## src/rtl/unidade_mult_div_if.sv

```systemverilog
// Handshake and result bus of the iterative multiply/divide unit.
// The master side (control path / bench) issues operations; the slave side
// (unidade_mult_div) returns HI/LO, status and the register-file writeback.
interface unidade_mult_div_if #(
  parameter int DATA_WIDTH = 32
) ();

  logic                  start;
  logic [1:0]            op;
  logic [DATA_WIDTH-1:0] operando_a;
  logic [DATA_WIDTH-1:0] operando_b;
  logic                  escreve_rd;
  logic [4:0]            rd;
  logic                  busy;
  logic                  done;
  logic [DATA_WIDTH-1:0] hi;
  logic [DATA_WIDTH-1:0] lo;
  logic                  div_zero;
  logic                  wb_reg_write;
  logic [4:0]            wb_reg;
  logic [DATA_WIDTH-1:0] wb_dado;

  modport master (
    output start, op, operando_a, operando_b, escreve_rd, rd,
    input  busy, done, hi, lo, div_zero, wb_reg_write, wb_reg, wb_dado
  );

  modport slave (
    input  start, op, operando_a, operando_b, escreve_rd, rd,
    output busy, done, hi, lo, div_zero, wb_reg_write, wb_reg, wb_dado
  );

endinterface

```

## src/rtl/unidade_mult_div.sv

```systemverilog
// Iterative multiply/divide unit.
// Signed operations run on operand magnitudes and fix the sign at the end.
// Multiply is shift-add on a 2*DATA_WIDTH accumulator. Divide is restoring
// division, one quotient bit per cycle. The LO result is written back to the
// register file when requested.
module unidade_mult_div #(
  parameter int DATA_WIDTH = 32,
  parameter int CONT_WIDTH = 6
) (
  input  logic              clock,
  input  logic              reset_n,
  unidade_mult_div_if.slave bus
);

  localparam int W = DATA_WIDTH;

  typedef enum logic [1:0] {
    OCIOSO   = 2'd0,
    CALCULA  = 2'd1,
    FINALIZA = 2'd2
  } estado_t;

  // Two's-complement magnitude; unsigned operands pass through untouched
  function automatic logic [W-1:0] magnitude(input logic [W-1:0] v, input logic signed_op);
    logic [W-1:0] m;
    if (signed_op && v[W-1]) begin
      m = ~v + {{(W-1){1'b0}}, 1'b1};
    end else begin
      m = v;
    end
    return m;
  endfunction

  estado_t               state_r;
  estado_t               state_s;
  logic                  busy_r;
  logic                  busy_s;
  logic                  done_r;
  logic                  done_s;
  logic                  wb_write_r;
  logic                  wb_write_s;
  logic                  load_s;
  logic                  iter_s;
  logic                  finish_s;

  logic [CONT_WIDTH-1:0] cnt_r;
  logic [2*W-1:0]        acc_r;
  logic [W-1:0]          opnd_r;
  logic [W-1:0]          a_raw_r;
  logic [W-1:0]          hi_r;
  logic [W-1:0]          lo_r;
  logic                  is_div_r;
  logic                  neg_lo_r;
  logic                  neg_hi_r;
  logic                  dz_r;
  logic                  div_zero_r;
  logic                  wr_en_r;
  logic [4:0]            rd_r;

  // Decode of the request as seen on the start edge
  logic                  sgn_s;
  logic                  div_op_s;
  logic [W-1:0]          mag_a_s;
  logic [W-1:0]          mag_b_s;
  logic                  a_neg_s;
  logic                  b_neg_s;

  assign sgn_s    = ~bus.op[0];
  assign div_op_s = bus.op[1];
  assign mag_a_s  = magnitude(bus.operando_a, sgn_s);
  assign mag_b_s  = magnitude(bus.operando_b, sgn_s);
  assign a_neg_s  = sgn_s & bus.operando_a[W-1];
  assign b_neg_s  = sgn_s & bus.operando_b[W-1];

  // One multiply step: add multiplicand when the current multiplier bit is set,
  // then shift the whole accumulator right (multiplier bits retire from the bottom)
  logic [W:0]            mul_sum_s;
  logic [2*W-1:0]        mul_next_s;
  assign mul_sum_s  = {1'b0, acc_r[2*W-1:W]} + (acc_r[0] ? {1'b0, opnd_r} : {(W+1){1'b0}});
  assign mul_next_s = {mul_sum_s, acc_r[W-1:1]};

  // One restoring-division step: upper half is the partial remainder, lower
  // half shifts the dividend out and the quotient in
  logic [W:0]            div_shift_s;
  logic [W:0]            div_trial_s;
  logic [2*W-1:0]        div_next_s;
  assign div_shift_s = {acc_r[2*W-1:W], acc_r[W-1]};
  assign div_trial_s = div_shift_s - {1'b0, opnd_r};
  assign div_next_s  = div_trial_s[W] ? {div_shift_s[W-1:0], acc_r[W-2:0], 1'b0}
                                      : {div_trial_s[W-1:0], acc_r[W-2:0], 1'b1};

  // Sign-corrected views of the finished accumulator
  logic [2*W-1:0]        prod_s;
  logic [W-1:0]          quot_s;
  logic [W-1:0]          rem_s;
  logic [W-1:0]          res_hi_s;
  logic [W-1:0]          res_lo_s;
  assign prod_s = neg_lo_r ? (~acc_r + {{(2*W-1){1'b0}}, 1'b1}) : acc_r;
  assign quot_s = neg_lo_r ? (~acc_r[W-1:0] + {{(W-1){1'b0}}, 1'b1}) : acc_r[W-1:0];
  assign rem_s  = neg_hi_r ? (~acc_r[2*W-1:W] + {{(W-1){1'b0}}, 1'b1}) : acc_r[2*W-1:W];

  // Final HI/LO selection: product halves, quotient/remainder, or the divide-by-zero pattern
  always_comb begin
    res_hi_s = prod_s[2*W-1:W];
    res_lo_s = prod_s[W-1:0];
    if (is_div_r) begin
      if (dz_r) begin
        res_hi_s = a_raw_r;
        res_lo_s = {W{1'b1}};
      end else begin
        res_hi_s = rem_s;
        res_lo_s = quot_s;
      end
    end else begin
      res_hi_s = prod_s[2*W-1:W];
      res_lo_s = prod_s[W-1:0];
    end
  end

  // Control FSM state register
  always_ff @(posedge clock or negedge reset_n) begin
    if (!reset_n) begin
      state_r <= OCIOSO;
    end else begin
      state_r <= state_s;
    end
  end

  // Control FSM next state, datapath strobes and next values of the status outputs
  always_comb begin
    state_s    = state_r;
    busy_s     = busy_r;
    done_s     = 1'b0;
    wb_write_s = 1'b0;
    load_s     = 1'b0;
    iter_s     = 1'b0;
    finish_s   = 1'b0;
    case (state_r)
      OCIOSO: begin
        if (bus.start) begin
          state_s = CALCULA;
          busy_s  = 1'b1;
          load_s  = 1'b1;
        end else begin
          busy_s  = 1'b0;
        end
      end
      CALCULA: begin
        if (cnt_r == CONT_WIDTH'(W)) begin
          state_s    = FINALIZA;
          finish_s   = 1'b1;
          done_s     = 1'b1;
          wb_write_s = wr_en_r && (rd_r != 5'd0);
        end else begin
          iter_s     = 1'b1;
        end
      end
      FINALIZA: begin
        state_s = OCIOSO;
        busy_s  = 1'b0;
      end
      default: begin
        state_s = OCIOSO;
        busy_s  = 1'b0;
      end
    endcase
  end

  // Registered status outputs: busy level, one-cycle done and writeback strobe
  always_ff @(posedge clock or negedge reset_n) begin
    if (!reset_n) begin
      busy_r     <= 1'b0;
      done_r     <= 1'b0;
      wb_write_r <= 1'b0;
    end else begin
      busy_r     <= busy_s;
      done_r     <= done_s;
      wb_write_r <= wb_write_s;
    end
  end

  // Datapath: latch the request, iterate, then publish the sign-corrected result
  always_ff @(posedge clock or negedge reset_n) begin
    if (!reset_n) begin
      cnt_r      <= {CONT_WIDTH{1'b0}};
      acc_r      <= {(2*W){1'b0}};
      opnd_r     <= {W{1'b0}};
      a_raw_r    <= {W{1'b0}};
      hi_r       <= {W{1'b0}};
      lo_r       <= {W{1'b0}};
      is_div_r   <= 1'b0;
      neg_lo_r   <= 1'b0;
      neg_hi_r   <= 1'b0;
      dz_r       <= 1'b0;
      div_zero_r <= 1'b0;
      wr_en_r    <= 1'b0;
      rd_r       <= 5'd0;
    end else if (load_s) begin
      cnt_r      <= {CONT_WIDTH{1'b0}};
      acc_r      <= {{W{1'b0}}, (div_op_s ? mag_a_s : mag_b_s)};
      opnd_r     <= div_op_s ? mag_b_s : mag_a_s;
      a_raw_r    <= bus.operando_a;
      is_div_r   <= div_op_s;
      neg_lo_r   <= a_neg_s ^ b_neg_s;
      neg_hi_r   <= a_neg_s;
      dz_r       <= div_op_s && (bus.operando_b == {W{1'b0}});
      div_zero_r <= 1'b0;
      wr_en_r    <= bus.escreve_rd;
      rd_r       <= bus.rd;
    end else if (iter_s) begin
      acc_r      <= is_div_r ? div_next_s : mul_next_s;
      cnt_r      <= cnt_r + {{(CONT_WIDTH-1){1'b0}}, 1'b1};
    end else if (finish_s) begin
      hi_r       <= res_hi_s;
      lo_r       <= res_lo_s;
      div_zero_r <= is_div_r & dz_r;
    end else begin
      hi_r       <= hi_r;
      lo_r       <= lo_r;
    end
  end

  assign bus.busy         = busy_r;
  assign bus.done         = done_r;
  assign bus.hi           = hi_r;
  assign bus.lo           = lo_r;
  assign bus.div_zero     = div_zero_r;
  assign bus.wb_reg_write = wb_write_r;
  assign bus.wb_reg       = rd_r;
  assign bus.wb_dado      = lo_r;

endmodule

```

## src/flat_wrapper.sv

```systemverilog
// flat-port wrapper written by rule: the top's interface ports become plain ports
module unidade_mult_div_flat 
#(
  parameter int DATA_WIDTH = 32,
  parameter int CONT_WIDTH = 6
)
  (clock, reset_n, bus_start, bus_op, bus_operando_a, bus_operando_b, bus_escreve_rd, bus_rd, bus_busy, bus_done, bus_hi, bus_lo, bus_div_zero, bus_wb_reg_write, bus_wb_reg, bus_wb_dado);
  unidade_mult_div_if #(.DATA_WIDTH(DATA_WIDTH)) bus_i ();
  input  logic clock;
  input  logic reset_n;
  input wire logic [$bits(bus_i.start)-1:0] bus_start;
  input wire logic [$bits(bus_i.op)-1:0] bus_op;
  input wire logic [$bits(bus_i.operando_a)-1:0] bus_operando_a;
  input wire logic [$bits(bus_i.operando_b)-1:0] bus_operando_b;
  input wire logic [$bits(bus_i.escreve_rd)-1:0] bus_escreve_rd;
  input wire logic [$bits(bus_i.rd)-1:0] bus_rd;
  output wire logic [$bits(bus_i.busy)-1:0] bus_busy;
  output wire logic [$bits(bus_i.done)-1:0] bus_done;
  output wire logic [$bits(bus_i.hi)-1:0] bus_hi;
  output wire logic [$bits(bus_i.lo)-1:0] bus_lo;
  output wire logic [$bits(bus_i.div_zero)-1:0] bus_div_zero;
  output wire logic [$bits(bus_i.wb_reg_write)-1:0] bus_wb_reg_write;
  output wire logic [$bits(bus_i.wb_reg)-1:0] bus_wb_reg;
  output wire logic [$bits(bus_i.wb_dado)-1:0] bus_wb_dado;
  assign bus_i.start = bus_start;
  assign bus_i.op = bus_op;
  assign bus_i.operando_a = bus_operando_a;
  assign bus_i.operando_b = bus_operando_b;
  assign bus_i.escreve_rd = bus_escreve_rd;
  assign bus_i.rd = bus_rd;
  assign bus_busy = bus_i.busy;
  assign bus_done = bus_i.done;
  assign bus_hi = bus_i.hi;
  assign bus_lo = bus_i.lo;
  assign bus_div_zero = bus_i.div_zero;
  assign bus_wb_reg_write = bus_i.wb_reg_write;
  assign bus_wb_reg = bus_i.wb_reg;
  assign bus_wb_dado = bus_i.wb_dado;
  unidade_mult_div #(.DATA_WIDTH(DATA_WIDTH), .CONT_WIDTH(CONT_WIDTH)) u_core (.clock(clock), .reset_n(reset_n), .bus(bus_i));
endmodule
```

## config.mk

```make
export PLATFORM = sky130hd
export DESIGN_NAME = unidade_mult_div_flat
export DESIGN_NICKNAME = d
export VERILOG_FILES = /design/src/rtl/unidade_mult_div_if.sv /design/src/rtl/unidade_mult_div.sv /design/src/flat_wrapper.sv
export SDC_FILE = /design/constraint.sdc
export NUM_CORES = 1
export LEC_CHECK = 0
export ABC_AREA = 1
export BUFFER_PORTS_ARGS = -buffer_cell sky130_fd_sc_hd__buf_2
export CORE_MARGIN = 4
export CORE_UTILIZATION = 27
export DETAILED_ROUTE_END_ITERATION = 10
export GPL_ROUTABILITY_DRIVEN = 0
export GPL_TIMING_DRIVEN = 0
export PLACE_DENSITY = 0.46
export SLEW_MARGIN = 20
export SYNTH_ARGS = -nofsm -noshare
export SYNTH_HDL_FRONTEND = slang
export SYNTH_SLANG_ARGS = --single-unit
```

## constraint.sdc

```tcl
create_clock -name clock -period 3.21 [get_ports clock]
set_input_delay 0.4815 -clock clock [delete_from_list [all_inputs] [get_ports clock]]
set_output_delay 0.4815 -clock clock [all_outputs]
set_load 0.01 [all_outputs]
```

==> summary.txt <==
Timing
  • Worst hold margin: 0.0869 ns
  • Setup violators final: 0
  • Setup_tns: 0 ns
  • Clock skew: 0.0121 ns
  • Final Cycle Share: 96.0%
  • Final min period: 3.08 ns
  • Final hold vios: 0
  • Worst Max-Slew Pin Slew: 0.991 ns
  • Max-slew violation count: 0
  • Slew HR: 33.9%
  • Fmax: 325 MHz

Yosys
  • Syn_area_per_cell: 6.08 µm²
  • Synth Cell Area: 0.0197 mm²
  • Yosys top cell by area: dfrtp_1
  • Post-synth EDFFs: 0
  • Synth area leaders: dfrtp_1, nand2_1, inv_1
  • #FFs+latches synth: 214
  • Net Count, Synth: 3385
  • Count of different cell masters after synthesis: 55
  • Asr flop ratio synth: 100%
  • Syn Inst Count: 3238
  • Synthesis warning total: 0
  • Main synth FF type: dfrtp_1
  • Sequential area share after synthesis: 27.2%
  • Top cell type's share of synthesized area: 27.2%

Layout
  • Max FFs per register: 64
  • Final core occ: 31.8%
  • Final net count: 3598
  • Fill count: 8363
  • Post-layout instance area: 0.0228 mm²
  • Layout cells sized above 1: 10.2%
  • Biggest register: u_core.acc_r
  • Non-Filler Instances: 4423
  • Layout area overhead: 16.0%

Clock network
  • Clock Latency Late Sink: 0.59 ns
  • Total CTS buffers: 27
  • Clk sink count: 214
  • H-tree depth: 1
  • Root buf cell: clkbuf_16
  • CTS clk-pin slew, worst paths: 0.06 ns
  • CTS tree: yes
  • Worst-case clock buffer depth: 3

Worst setup path
  • CP Capture Type: flip-flop
  • Worst EP required: 3.73 ns
  • CP delay by family, top: simple AND/OR/NAND/NOR gates
  • Critical path class: reg2reg
  • Critical Path Fanout Max: 10
  • R2r endpoint: u_core.acc_r[56]$_DFFE_PN0P_
  • Reg2Reg Depth: 19
  • R2R Path Start: u_core.acc_r[31]$_DFFE_PN0P_
  • Max incr delay on CP: 0.42 ns
  • Critical-path cell list: inv_1 > ha_2 > fa_1 > inv_1 > nand2_1 > nand2_1 > nand3_1 > nand2_2 > nand2_2 > nand2_2 > nand2_2 > nand2_2 > nand2_2 > nand2_4 > buf_8 > nand2_1 > nand3_1 > nand3_1 > nand2_1
  • Slowest CP cell: fa_1
  • WP depth: 19
  • Crit path buf inv count: 3
  • CP arrival: 3.60 ns
  • Reg2Reg Setup Slack: 0.13 ns
  • Most used cell, CP: nand2_2
  • Type of origin of the critical path: flip-flop

Floorplanning
  • Io pins: 180
  • Row cnt: 98
  • Die Ht: 278 µm
  • Initial core utilization: 27.4%
  • Die Span X: 278 µm
  • Area of the core: 0.0719 mm²
  • Die Area: 0.0773 mm²

Drt
  • Final ANT Viol Nets: 0
  • Total wire length: 99200 µm
  • Avg WL per Cell: 22.4 µm
  • Average vias per placed instance: 5.11
  • DR iter-0 viols: 2620
  • Drt pass-1 iters: 6
  • Post-route DRC: 0
  • Via count of the routed design: 22600

Place
  • I/O Buffers: 179
  • HPWL after detailed placement: 82200 µm
  • DP Area: 0.0218 mm²
  • Placed cells: 4369

Global routing
  • Initial antenna violation count: 3
  • Total GRT Usage: 24.6%
  • Met2 Use GR: 37.9%
  • Met3 Track Usage GR: 5.59%
  • Busiest grt layer: met2
  • Pin count of the biggest net entering global routing: 93
  • GRT Residual Overflow: 0
  • Global-route wire length before repair: 143000 µm
  • Routing usage on met1: 33.8%
  • Vias in the first global route: 21400

Power and ir drop
  • Clock share of power: 10.9%
  • VDD IR max: 477 µV
  • Combinational power share: 68.5%
  • Leakage power: 11.6 nW
  • Switching portion of total power: 57.8%
  • Net switching power: 0.0172 W
  • Sequential power share: 20.5%
  • Pwr per Cell Area: 1300 mW/mm²
  • Pint: 0.0125 W

Hold path
  • Hold WC Path Type: in2reg
  • Hold EP: u_core.bus.wb_reg[2]$_DFFE_PN0P_
  • Hold depth: 3
  • HP Start: bus_rd[2]

Flow run
  • Maxcap violations: 0

Run status
  • Status: complete, no violations
-- cell type report --
class	instances	area (µm²)	area share, %
multi-input cells	2429	11900	52.3
repair buffers	184	986	4.32
clock inverters	14	171	0.751
well taps	950	1190	5.21
plain buffers	148	753	3.30
inverters	447	1680	7.37
clock buffers	36	749	3.28
flip-flops and latches	214	5360	23.5
diodes	1	2.50	0.0110
-- how the worst max path moves through the flow --
| stage | to | start | slack [ns] |
|---|---|---|---|
| after floorplan | u_core.acc_r[54]$_DFFE_PN0P_ | u_core.acc_r[31]$_DFFE_PN0P_ | 0.85 |
| final | u_core.acc_r[56]$_DFFE_PN0P_ | u_core.acc_r[31]$_DFFE_PN0P_ | 0.13 |
| after global placement | u_core.cnt_r[5]$_DFFE_PN0P_ | reset_n | -2.52 |
| after CTS | u_core.acc_r[57]$_DFFE_PN0P_ | u_core.acc_r[31]$_DFFE_PN0P_ | 0.04 |
| after global routing | u_core.acc_r[60]$_DFFE_PN0P_ | u_core.acc_r[31]$_DFFE_PN0P_ | -0.004 |
| after detailed placement | u_core.acc_r[57]$_DFFE_PN0P_ | u_core.acc_r[31]$_DFFE_PN0P_ | -0.30 |
-- stage by stage --
step	power (W)	setup slack, ns
2_1_floorplan	0.0184	0.853
3_3_place_gp	0.0260	-2.52
3_5_place_dp	0.0260	-0.300
4_1_cts	0.0294	0.0407
5_1_grt	0.0321	-0.00409
6_report	0.0297	0.129
-- worst min-delay path, cell delays in order --
cell     delay, ns
buf_2         0.07
nand2_1       0.04
nand2_1       0.04
-- per-layer routing --
metal | up-vias | wire, µm
met4 | 2 | 4060
met3 | 174 | 9420
met2 | 1086 | 42500
met5 | - | 13
met1 | 10600 | 43200
li1 | 10800 | -
-- cell usage after synthesis (17+ instances only) --
cell	count
o21ai_0	179
o22ai_1	35
nand2_1	991
buf_4	32
nand3_1	243
clkbuf_1	76
a21oi_1	186
inv_1	439
xor2_1	84
nor3_1	31
buf_2	17
o211ai_1	23
nor2_1	380
nand4_1	25
xnor2_1	24
dfrtp_1	214
ha_1	70
-- cells in the final DEF (no fill, tap or decap), types with 8 or more instances in the layout --
master     count
nor4_1         8
o21bai_1       9
o21ai_1       16
ha_1          69
clkbuf_16     27
o211ai_1      23
o21ai_0      177
nor3_1        31
xor2_1        84
buf_1         15
buf_4         34
a31oi_1       16
nand2_2       16
nand4_1       25
inv_1        438
xnor2_1       24
a21oi_1      186
nand2_1      991
buf_2        195
dfrtp_1      212
nor2_2        10
or2_2          9
clkbuf_1      80
o22ai_1       35
nand3b_1      10
a22oi_1        9
nand3_1      240
o221ai_1      11
nor2_1       380
-- power groups by stage --
stage	Combinational (W)	Clock, W	Sequential (W)
after floorplan	0.0132	0	0.00521
after global placement	0.0200	0	0.00607
after detailed placement	0.0199	0	0.00607
after CTS	0.0201	0.00329	0.00602
after global routing	0.0226	0.00339	0.00619
final	0.0204	0.00325	0.00611
-- timing repair --
item                       4_1_cts  5_1_grt
setup endpoints to repair       32       14
pin swaps                        0        0
gates resized for setup          4       11
hold buffers                     1        0
cloned                           0        0
setup buffers                    2        0
hold endpoints to repair        33        0
-- kinds of logic after synthesis --
kind of cell	synth area share, %
buffers and inverters	12.3
flip-flops	27.2
AND/OR/NAND/NOR	36.8
AO/OA/AOI/OAI	14.2
XOR/XNOR	4.80
adder cells (fa/ha/maj)	4.65
(Power assumes the default switching activity.)
